==> config.mk <==
export PLATFORM = sky130hd
export DESIGN_NAME = block_spi_master
export DESIGN_NICKNAME = d
export VERILOG_FILES = /design/src/rtl/spi_pkg.sv /design/src/rtl/block_spi_tick.sv /design/src/rtl/block_spi_master.sv
export SDC_FILE = /design/constraint.sdc
export NUM_CORES = 1
export LEC_CHECK = 0
export CAP_MARGIN = 20
export CORE_MARGIN = 3
export CORE_UTILIZATION = 49
export CTS_CLUSTER_DIAMETER = 30
export CTS_CLUSTER_SIZE = 16
export DETAILED_ROUTE_END_ITERATION = 10
export PLACE_DENSITY = 0.85
export SLEW_MARGIN = 40
export SYNTH_ARGS = -nofsm -noshare
export SYNTH_HDL_FRONTEND = slang
export SYNTH_SLANG_ARGS = --single-unit
==> constraint.sdc <==
create_clock -name clk -period 1.77 [get_ports clk]
set_input_delay 0.177 -clock clk [delete_from_list [all_inputs] [get_ports clk]]
set_output_delay 0.177 -clock clk [all_outputs]
set_load 0.1 [all_outputs]
==> src/rtl/spi_pkg.sv <==
// Shared SPI frame definition: one address byte then one data byte, MSB first, mode 0.
// The master and the slave receiver both import this so the frame format is defined once.
package spi_pkg;

  localparam int SPI_ADDR_BITS  = 8;
  localparam int SPI_DATA_BITS  = 8;
  localparam int SPI_FRAME_BITS = SPI_ADDR_BITS + SPI_DATA_BITS;

  typedef enum logic [2:0] {
    ST_IDLE  = 3'd0,
    ST_SETUP = 3'd1,
    ST_SHIFT = 3'd2,
    ST_HOLD  = 3'd3,
    ST_GAP   = 3'd4
  } spi_state_e;

  // Divider counter width; never narrower than one bit so CLK_DIV=1 still has a counter.
  function automatic int div_width(input int div);
    return (div > 32'sd1) ? $clog2(div) : 32'sd1;
  endfunction

endpackage

==> src/rtl/block_spi_tick.sv <==
// SCK half-period divider: one-cycle tick every CLK_DIV enabled cycles, restartable.
module block_spi_tick
  import spi_pkg::*;
#(
  parameter int CLK_DIV = 4
) (
  input  logic clk,
  input  logic reset_n,
  input  logic enable,
  input  logic restart,
  output logic tick
);

  localparam int            CW   = div_width(CLK_DIV);
  localparam logic [CW-1:0] LAST = CW'(CLK_DIV - 1);

  logic [CW-1:0] cnt_q;
  logic [CW-1:0] cnt_d;

  // Next count: held at zero while disabled or restarting, wraps after LAST.
  always_comb begin
    cnt_d = cnt_q;
    if (restart || !enable) begin
      cnt_d = {CW{1'b0}};
    end else if (cnt_q == LAST) begin
      cnt_d = {CW{1'b0}};
    end else begin
      cnt_d = cnt_q + CW'(1'b1);
    end
  end

  // Divider count register.
  always_ff @(posedge clk or negedge reset_n) begin
    if (!reset_n) begin
      cnt_q <= {CW{1'b0}};
    end else begin
      cnt_q <= cnt_d;
    end
  end

  assign tick = enable && (cnt_q == LAST);

endmodule

==> src/rtl/block_spi_master.sv <==
// Mode-0 SPI master sending {address, data} frames and returning the MISO byte
// captured during the data phase. Every pin and status output comes straight from a flop.
module block_spi_master
  import spi_pkg::*;
#(
  parameter int CLK_DIV = 4
) (
  input  logic                     clk,
  input  logic                     reset_n,
  input  logic                     start,
  input  logic [SPI_ADDR_BITS-1:0] address_in,
  input  logic [SPI_DATA_BITS-1:0] data_in,
  output logic                     busy,
  output logic                     done,
  output logic [SPI_DATA_BITS-1:0] read_data,
  output logic                     SPI_SCK,
  output logic                     SPI_CS,
  output logic                     SPI_MOSI,
  input  logic                     SPI_MISO
);

  localparam logic [4:0] LAST_EDGE = 5'(SPI_FRAME_BITS);

  spi_state_e                state_q, state_d;
  logic [SPI_FRAME_BITS-1:0] tx_q, tx_d;
  logic [SPI_DATA_BITS-1:0]  rx_q, rx_d;
  logic [4:0]                bit_cnt_q, bit_cnt_d;
  logic                      sck_q, sck_d;
  logic                      cs_q, cs_d;
  logic                      mosi_q, mosi_d;
  logic                      busy_q, busy_d;
  logic                      done_q, done_d;
  logic [SPI_DATA_BITS-1:0]  rdata_q, rdata_d;
  logic                      tick;
  logic                      tick_restart;
  logic                      tick_enable;

  assign tick_enable  = (state_q != ST_IDLE);
  assign tick_restart = (state_d != state_q);

  block_spi_tick #(
    .CLK_DIV (CLK_DIV)
  ) u_tick (
    .clk     (clk),
    .reset_n (reset_n),
    .enable  (tick_enable),
    .restart (tick_restart),
    .tick    (tick)
  );

  // Frame sequencer: next state plus next value of every output and shift register.
  always_comb begin
    state_d   = state_q;
    tx_d      = tx_q;
    rx_d      = rx_q;
    bit_cnt_d = bit_cnt_q;
    sck_d     = sck_q;
    cs_d      = cs_q;
    mosi_d    = mosi_q;
    busy_d    = busy_q;
    done_d    = 1'b0;
    rdata_d   = rdata_q;
    case (state_q)
      ST_IDLE: begin
        // The first MOSI bit comes from the port because tx_q loads on this same edge.
        if (start) begin
          state_d   = ST_SETUP;
          tx_d      = {address_in, data_in};
          bit_cnt_d = 5'd0;
          cs_d      = 1'b0;
          mosi_d    = address_in[SPI_ADDR_BITS-1];
          busy_d    = 1'b1;
        end else begin
          cs_d  = 1'b1;
          sck_d = 1'b0;
        end
      end
      ST_SETUP: begin
        if (tick) begin
          state_d   = ST_SHIFT;
          sck_d     = 1'b1;
          rx_d      = {rx_q[SPI_DATA_BITS-2:0], SPI_MISO};
          bit_cnt_d = bit_cnt_q + 5'd1;
        end else begin
          state_d = ST_SETUP;
        end
      end
      ST_SHIFT: begin
        if (tick) begin
          if (sck_q) begin
            sck_d = 1'b0;
            // After the last rising edge MOSI keeps bit 0 through HOLD.
            if (bit_cnt_q == LAST_EDGE) begin
              state_d = ST_HOLD;
            end else begin
              tx_d   = {tx_q[SPI_FRAME_BITS-2:0], 1'b0};
              mosi_d = tx_q[SPI_FRAME_BITS-2];
            end
          end else begin
            sck_d     = 1'b1;
            rx_d      = {rx_q[SPI_DATA_BITS-2:0], SPI_MISO};
            bit_cnt_d = bit_cnt_q + 5'd1;
          end
        end else begin
          state_d = ST_SHIFT;
        end
      end
      ST_HOLD: begin
        if (tick) begin
          state_d = ST_GAP;
          cs_d    = 1'b1;
          done_d  = 1'b1;
          rdata_d = rx_q;
        end else begin
          state_d = ST_HOLD;
        end
      end
      ST_GAP: begin
        if (tick) begin
          state_d = ST_IDLE;
          busy_d  = 1'b0;
        end else begin
          state_d = ST_GAP;
        end
      end
      default: begin
        state_d = ST_IDLE;
        cs_d    = 1'b1;
        sck_d   = 1'b0;
        busy_d  = 1'b0;
      end
    endcase
  end

  // State, shift and output registers.
  always_ff @(posedge clk or negedge reset_n) begin
    if (!reset_n) begin
      state_q   <= ST_IDLE;
      tx_q      <= {SPI_FRAME_BITS{1'b0}};
      rx_q      <= {SPI_DATA_BITS{1'b0}};
      bit_cnt_q <= 5'd0;
      sck_q     <= 1'b0;
      cs_q      <= 1'b1;
      mosi_q    <= 1'b0;
      busy_q    <= 1'b0;
      done_q    <= 1'b0;
      rdata_q   <= {SPI_DATA_BITS{1'b0}};
    end else begin
      state_q   <= state_d;
      tx_q      <= tx_d;
      rx_q      <= rx_d;
      bit_cnt_q <= bit_cnt_d;
      sck_q     <= sck_d;
      cs_q      <= cs_d;
      mosi_q    <= mosi_d;
      busy_q    <= busy_d;
      done_q    <= done_d;
      rdata_q   <= rdata_d;
    end
  end

  assign busy      = busy_q;
  assign done      = done_q;
  assign read_data = rdata_q;
  assign SPI_SCK   = sck_q;
  assign SPI_CS    = cs_q;
  assign SPI_MOSI  = mosi_q;

endmodule

==> run summary <==
Combinational Power Share: 0.060
Clock Path Buffers: 2
Layout Cells excl Fill: 335
Cell Chain, Critical Path: inv_1 > ha_2 > and4bb_2 > or4b_4 > a211oi_2
Pin count of the biggest net entering global routing: 32
GR Util met3: 0.0496
Largest area contributor in the netlist: dfrtp_1
Layout cells sized above 1: 0.381
Antenna Diode Count: 0
Critical Path Max Stage Delay: 0.65 ns
Most frequent cell after synthesis: dfrtp_1
Final hold viol count: 0
Layout area overhead: 27.7%
Grt ovf: 0
Setup TNS: -0.0782 ns
HP Class: in -> reg
Die height: 76.2 um
Final setup violation count: 4
Fin area: 0.00308 mm2
Core Region: 0.00456 mm2
Critical Path Start Type: register
Met1 usage: 0.229
HPWL after DPL: 3320 um
DRC: 0
Vias per cell: 5.51
Syn_nets: 246
Failing checks: setup timing
First drt pass iteration count: 4
Tot Pwr: 1.97 mW
Clock Tree Root: clkbuf_8
Routed wire per std cell: 15.5 um
First-pass GRT wire length: 9050 um
GRT Overall Usage: 0.188
Seq/Total Area, Yosys: 0.477
Psw: 411 uW
GR peak layer: met2
Clock network power share: 0.391
F_max: 0.555 GHz
DRT iter0 DRCs: 118
Post-route ant nets: 0
Die Width: 76.2 um
Sw Share: 0.209
DP Area: 0.00290 mm2
GPL Wtd Cong: 0.811
Initial Util: 0.529
Synth top area share: 0.466
Vias in the first global route: 1,992
Met2 usage: 0.322
Num Clock Sinks: 46
Number of synthesized flops with an enable pin: 0
TritonCTS clock tree: done
Asr flop ratio synth: 1.00
Reg power frac: 0.549
Leak Pwr: 1.37 nW
Synth top cells by count: dfrtp_1, nor2_1, mux2_2, nor3_1, or4b_2
Syn_area_per_cell: 10.8 um2
Crit-path leading delay family: simple AND/OR/NAND/NOR gates
CP max FO: 8
Htree depth: 2
Final wirelength: 5210 um
Worst skew pair latency: 0.30 ns
Number of CTS-inserted buffers: 5
DP Cell Count: 325
Unrepaired setup endpoints after global routing: true
Die area: 0.00581 mm2
Synth top area cells: dfrtp_1, mux2_2, or4b_2
Post-layout util: 0.676
Crit end category: register
Ys Warns: 0
CTS clk-pin slew, worst paths: 0.08 ns
Total number of vias: 1,846
Post-CTS Setup Bufs: 0
Result of the run: finished, violations left
Nets: 292
DP Worst Slack: -0.0174 ns
Slowest CP cell: or4b_4
WS Path Type: reg -> reg
WP buf/inv: 1
FF+latch count, synth: 46
Normalized max-slew margin: 0.515
Max-cap violations: 0
FP Rows: 24
Synthesized cell area: 0.00241 mm2
CP required: 1.98 ns
Worst hold margin: 0.454 ns
Worst EP arrival: 2.02 ns
Worst slew pin tran: 0.728 ns
P per Cell Area: 639 mW/mm2
Mapped Cells: 223
Initial antenna violation count: 0
Final period util: 1.02
Netlist cell types: 43
Final WS setup: -0.0311 ns
Cell internal pwr: 1.56 mW
Slew Limit Fails: 0
I/O pin cnt: 33
Ys flop type: dfrtp_1
Min Clock Period, post-route: 1.80 ns
Worst clock skew: 0.00472 ns
Worst IR Drop VDD: 586 uV
# port buffers: 32
-- tightest hold or removal path, delay by kind of cell --
kind / cells / cell delay [ns]
buffers and inverters: 1 / 0.39
AND/OR/NAND/NOR: 2 / 0.13
-- cell families (layout without fill, tap and decap cells) --
logic type	after synthesis	in the layout	synth area share
compound gates	36	36	0.132
flops	46	46	0.477
simple gates	87	88	0.218
xor+xnor	2	2	0.00726
buf+inv	30	76	0.0622
mux	19	19	0.0876
fa+ha+maj	3	3	0.0155
-- flip-flops by register name, indices dropped and copies added (netlist names), 2 cells and up --
register and flops:
tx_q 15, read_data 8, rx_q 8, bit_cnt_q 5
state_q 3, u_tick.cnt_q 2
-- power groups by stage --
stage	logic (mW)	registers, mW	clock network [mW]
after CTS	0.120	1.08	0.798
after global placement	0.117	1.10	0
after detailed placement	0.118	1.10	0
after floorplan	0.0351	1.11	0
after global routing	0.130	1.08	0.830
final	0.118	1.08	0.771
-- layout by cell type, fill, tap and decap left out, drive strengths merged, types with 2 or more instances in the layout --
cell type      count
a21oi              2
nand3              2
dfrtp             45
o22ai              2
nand2              5
o21ai              3
or4b              18
nor2              33
buf               38
inv               11
a211oi            15
o311ai             2
clkdlybuf4s50     18
and3               2
mux2i              2
ha                 3
xnor2              2
nor2b              4
nor3              16
o211ai             2
mux2              17
o31a               2
clkbuf             6
-- per-layer routing --
metal | routed length [um] | vias up | share of wire
met5 | 0 | - | 0
met4 | 59 | 0 | 0.011
met3 | 208 | 5 | 0.040
met2 | 2650 | 34 | 0.51
met1 | 2290 | 909 | 0.44
li1 | - | 898 | -
-- final cells by class --
class | count | area (um2)
Inverter | 11 | 41.3
Fill cell | 368 | 1480
Multi-Input combinational cell | 148 | 1170
Clock buffer | 6 | 72.6
Sequential cell | 46 | 1160
Tap cell | 65 | 81.3
Timing Repair Buffer | 57 | 523
Clock inverter | 2 | 37.5
-- repair_timing --
| item | 4_1_cts | 5_1_grt |
|---|---|---|
| endpoints found under the setup margin | 3 | 16 |
| gates cloned | 0 | 1 |
| pin swaps | 0 | 3 |
| hold buffers | 1 | 0 |
| resized for setup | 0 | 11 |
| endpoints found under the hold margin | 28 | 0 |
-- path summary, 6_finish.rpt --
kind	cells after the start	end	start	slack, ns
setup / recovery	5	tx_q[3]	bit_cnt_q[1]	-0.03
hold reg to reg	1	read_data[5]	read_data[5]	0.52
max in group asynchronous	3	rx_q[5]	reset_n	0.69
setup reg to reg	5	tx_q[3]	bit_cnt_q[1]	-0.03
hold / removal	3	tx_q[0]	data_in[0]	0.45
min in group asynchronous	2	tx_q[7]	reset_n	0.46
Power figures use the tool's default switching activity.
